==> src/rtl/pwm_dac_pkg.sv <==
// PWM DAC shared types and constants.
// Optional overrun counter is enabled with PWM_DAC_OVF_CNT_EN.
package pwm_dac_pkg;

  typedef enum logic [1:0] {
    IDLE  = 2'd0,
    RUN   = 2'd1,
    DRAIN = 2'd2
  } state_t;

  localparam int DEF_WIDTH = 8;
  localparam int OVF_W     = 8;

endpackage

==> src/rtl/pwm_dac_prescaler.sv <==
// PWM DAC prescaler: one tick every DIV clocks.
// Clear holds the divider at zero and suppresses the tick.
module pwm_dac_prescaler #(
  parameter int DIV = 1
) (
  input  logic clk,
  input  logic rst,
  input  logic clear,
  output logic tick
);

  localparam int PW = (DIV > 1) ? $clog2(DIV) : 1;
  localparam logic [PW-1:0] LAST = PW'(DIV - 1);

  logic [PW-1:0] pcnt;

  assign tick = !clear && (pcnt == LAST);

  always_ff @(posedge clk or negedge rst) begin
    if (!rst) begin
      pcnt <= '0;
    end else if (clear || tick) begin
      pcnt <= '0;
    end else begin
      pcnt <= pcnt + 1'b1;
    end
  end

endmodule

==> src/rtl/pwm_dac.sv <==
// PWM DAC: buffered duty samples, period-aligned updates.
// Define PWM_DAC_OVF_CNT_EN to add the saturating overrun_cnt port.
module pwm_dac
  import pwm_dac_pkg::*;
#(
  parameter int WIDTH = DEF_WIDTH,
  parameter int DIV   = 1
) (
  input  logic             clk,
  input  logic             rst,
  input  logic             enable,
  input  logic [WIDTH-1:0] sample_in,
  input  logic             sample_valid,
  output logic             sample_ready,
  output logic             pwm_out,
  output logic             period_done
`ifdef PWM_DAC_OVF_CNT_EN
  ,
  output logic [OVF_W-1:0] overrun_cnt
`endif
);

  localparam logic [WIDTH-1:0] CMAX = '1;

  state_t           state;
  logic [WIDTH-1:0] cnt;
  logic [WIDTH-1:0] active_duty;
  logic [WIDTH-1:0] pending;
  logic             pending_full;
  logic             idle;
  logic             tick;
  logic             boundary;
  logic             accept;
  logic             load;

  assign idle         = (state == IDLE);
  assign sample_ready = !pending_full;
  assign accept       = sample_valid && !pending_full;
  assign boundary     = tick && (cnt == CMAX);
  assign load         = pending_full &&
                        ((idle && enable) || boundary);

  pwm_dac_prescaler #(
    .DIV (DIV)
  ) u_pre (
    .clk   (clk),
    .rst   (rst),
    .clear (idle),
    .tick  (tick)
  );

  always_ff @(posedge clk or negedge rst) begin
    if (!rst) begin
      state        <= IDLE;
      cnt          <= '0;
      active_duty  <= '0;
      pending      <= '0;
      pending_full <= 1'b0;
      pwm_out      <= 1'b0;
      period_done  <= 1'b0;
    end else begin
      period_done <= boundary;
      if (load) begin
        active_duty <= pending;
      end
      // accept and load never coincide: accept needs an empty buffer
      if (accept) begin
        pending      <= sample_in;
        pending_full <= 1'b1;
      end else if (load) begin
        pending_full <= 1'b0;
      end
      unique case (state)
        IDLE: begin
          cnt     <= '0;
          pwm_out <= 1'b0;
          if (enable) state <= RUN;
        end
        RUN: begin
          pwm_out <= (cnt < active_duty);
          if (tick) cnt <= cnt + 1'b1;
          if (!enable) state <= DRAIN;
        end
        DRAIN: begin
          pwm_out <= (cnt < active_duty);
          if (tick) cnt <= cnt + 1'b1;
          if (enable) state <= RUN;
          else if (boundary) state <= IDLE;
        end
        default: state <= IDLE;
      endcase
    end
  end

`ifdef PWM_DAC_OVF_CNT_EN
  always_ff @(posedge clk or negedge rst) begin
    if (!rst) begin
      overrun_cnt <= '0;
    end else if (sample_valid && pending_full &&
                 (overrun_cnt != '1)) begin
      overrun_cnt <= overrun_cnt + 1'b1;
    end
  end
`endif

endmodule
==> config.mk <==
export PLATFORM = sky130hd
export DESIGN_NAME = pwm_dac
export DESIGN_NICKNAME = d
export VERILOG_FILES = /design/src/rtl/pwm_dac_pkg.sv /design/src/rtl/pwm_dac_prescaler.sv /design/src/rtl/pwm_dac.sv
export SDC_FILE = /design/constraint.sdc
export NUM_CORES = 1
export LEC_CHECK = 0
export CORE_ASPECT_RATIO = 1.25
export CORE_UTILIZATION = 60
export CTS_CLUSTER_SIZE = 12
export DETAILED_ROUTE_END_ITERATION = 7
export PLACE_DENSITY = 0.83
export SETUP_SLACK_MARGIN = 0.05
export SLEW_MARGIN = 20
export SYNTH_ARGS = -nofsm -noshare
export SYNTH_HDL_FRONTEND = slang
export SYNTH_SLANG_ARGS = --single-unit
==> constraint.sdc <==
create_clock -name clk -period 3.05 [get_ports clk]
set_input_delay 0.61 -clock clk [delete_from_list [all_inputs] [get_ports clk]]
set_output_delay 0.61 -clock clk [all_outputs]
set_load 0.05 [all_outputs]
==> results.json <==
{
  "peakVddDrop_mv": 0.5527,
  "cts.hold.buffers_added": 0,
  "cts_inserted_buffers": 5,
  "routed_wl_um": 3090,
  "clk_latency_ps": 330,
  "ctsHtreeMaxLevel": 2,
  "dieArea_um2": 2883,
  "cp.arrival_ps": 1670,
  "antenna_found_initial": 0,
  "syn_area_um2": 1603,
  "p_leak_nw": 0.8403,
  "slew_viol_final": 0,
  "cp_max_fo": 4,
  "clk_path_buf_depth": 2,
  "max_cap_viol_count": 0,
  "via_per_inst": 5.891,
  "synthTopCellsByArea": "dfrtp_1 47%, mux2_2 12%, ha_1 10%, inv_1 2.8%, o211ai_1 2.8%",
  "yosysTopAreaCell": "dfrtp_1",
  "finalClockSkew_ps": 10.67,
  "crit_buf_inv": 2,
  "boundaryPins": 15,
  "routabilityCongestion": 0.8062,
  "crit_slowest_cell": "clkdlybuf4s50_1",
  "fillCellCount": 167,
  "avgSynthCellArea_um2": 11.37,
  "slew_headroom_pct": 51.17,
  "register_area_um2": 750.7,
  "setup_viol": 0,
  "critPathKind": "reg2out",
  "cts_tree": "yes",
  "ys.flop_type": "dfrtp_1",
  "area_growth_pct": 14.52,
  "rr_worst_depth": 6,
  "via_count": 1131,
  "grt_usage_pct": 25.74,
  "first_pass_iters": 4,
  "async_reset_ff_share_pct": 100.0,
  "slowest_delay_ps": 800,
  "multiInputGateArea_um2": 768.2,
  "die_w_um": 48.23,
  "end_kind": "output port",
  "ys_ff_latch": 30,
  "row_count": 20,
  "root_buffer": "clkbuf_4",
  "grt_pass1_wl_um": 5106,
  "grt_max_degree": 31,
  "post-cts-setup-buffers": 0,
  "critPathRequiredTime_ps": 2440,
  "hold_class": "reg2reg",
  "path_clk_slew_ps": 90,
  "dr.first_iter.drc_count": 35,
  "crit_path_cell_trace": "inv_1 -> clkdlybuf4s50_1",
  "finalCritPeriodShare_pct": 74.76,
  "hold_viol": 0,
  "core_area_um2": 2477,
  "ant_nets": 0,
  "cts_sinks": 30,
  "path_depth": 2,
  "wl_per_cell_um": 16.09,
  "portBuffers": 14,
  "gr-total-overflow": 0,
  "ys_warn_count": 0,
  "fin_setup_tns_ps": 0,
  "grt_setup_unrepaired": "false",
  "yosysSeqAreaShare_pct": 46.84,
  "yosysTopAreaCellShare_pct": 46.84,
  "postSynthCellCount": 141,
  "power.total_mw": 1.592,
  "period_needed_ps": 2280,
  "status": "finished clean",
  "ctsResizeCount": 0,
  "max_slew.worst_pin.slew_ps": 731.0,
  "start_util_pct": 64.70,
  "max_freq_ghz": 0.4385,
  "synth_cell_types": 33,
  "r2r_setup_slack_ps": 830,
  "whs_path_depth": 1,
  "start_kind": "flop",
  "syn_nets": 166,
  "fin_nets": 183,
  "die_h_um": 59.79,
  "diodes": 0,
  "drc": 0,
  "crit_family": "buffers and inverters",
  "first_global_vias": 1193,
  "hpwl_um": 2316,
  "drive_gt1_share_pct": 19.50,
  "synth_edf_count": 0,
  "power.density_nw_per_um2": 867.1
}
==> stage by stage <==
step                std cells  worst slack [ps]  hold slack, ps  cell area [um2]  util (%)
CTS                       192             773.3           516.2             1836     74.09
detailed placement        184             826.8           493.2             1757     70.91
global route              192             700.8           537.9             1836     74.09
floorplan                 141              1248           314.4             1603         -
finish                    192             769.7           509.3             1836     74.09
global placement          184             892.3           487.6             1757     70.91
==> power breakdown <==
group	leakage, nW	total [mW]	internal (mW)	switching, mW
clock network	0.0446	0.295	0.157	0.138
registers	0.375	0.648	0.545	0.103
logic	0.421	0.649	0.294	0.354
total	0.840	1.59	0.996	0.595
==> synthesized netlist by cell type (all sizes together), types with 2 or more instances <==
library cell   n
buf            3
nor4           2
mux2i          3
a21oi          7
nand3          3
nor3           5
o211ai         6
mux2          17
ha            13
dfrtp         30
nand2          9
a22o           2
nor2           6
inv           12
o21ai          7
clkbuf         2
==> layout make-up <==
type                    instances  area share [%]
repair buffers                 15           8.044
flip-flops and latches         30           40.90
inverters                      13           2.658
well taps                      33           2.249
multi-input cells              93           41.85
clock buffers                   8           4.294
==> flip-flops by register name, indices dropped and copies added (netlist names) <==
register      count
active_duty       8
cnt               8
pending           8
state             2
pending_full      1
period_done       1
pwm_out           1
u_pre.pcnt        1
==> worst reg2reg max path: stages, from the launching register on <==
cell and delay [ps]:
dfrtp_1 440, inv_1 130, ha_1 550, nand4bb_4 260, nor3_4 70, o21ai_4 290
mux2_2 380
==> logic make-up (layout without fill, tap and decap cells) <==
logic type	after synthesis	after routing	share of synthesized area, %
flops	30	30	46.84
simple gates	30	30	11.01
compound gates	28	28	12.18
mux	20	20	13.82
buf+inv	18	36	5.230
fa+ha+maj	13	13	10.15
other cells	1	1	0.2340
xor+xnor	1	1	0.5465
==> metal layers <==
layer | share of wire [%] | vias to the layer above | global-route usage (%)
li1 | - | 531 | -
met1 | 36 | 560 | 27.69
met2 | 58 | 36 | 45.52
met3 | 4.7 | 4 | 7.251
met4 | 1.1 | 0 | 9.524
met5 | 0 | - | 0
==> placed cells by master, fill, tap and decap left out, drive strengths merged, types with 2 or more instances in the layout <==
cell and n:
mux2 17, a22o 2, ha 13, clkbuf 8, nor2 6, nand2 9, nand3 3, mux2i 3
nor3 5, o21ai 7, nor4 2, dfrtp 30, inv 12, a21oi 7, o211ai 6, clkdlybuf4s50 14
==> final timing paths <==
kind | endpoint | start
max in group asynchronous | active_duty[2]$_DFFE_PN0P_ | rst
hold reg to reg | active_duty[2]$_DFFE_PN0P_ | pending[2]$_DFFE_PN0P_
min in group asynchronous | cnt[0]$_DFFE_PN0P_ | rst
setup reg to reg | active_duty[1]$_DFFE_PN0P_ | state[0]$_DFFE_PN0P_
hold / removal | active_duty[2]$_DFFE_PN0P_ | pending[2]$_DFFE_PN0P_
setup / recovery | sample_ready | pending_full$_DFFE_PN0P_
No activity file was read; power rests on OpenSTA's default activity.
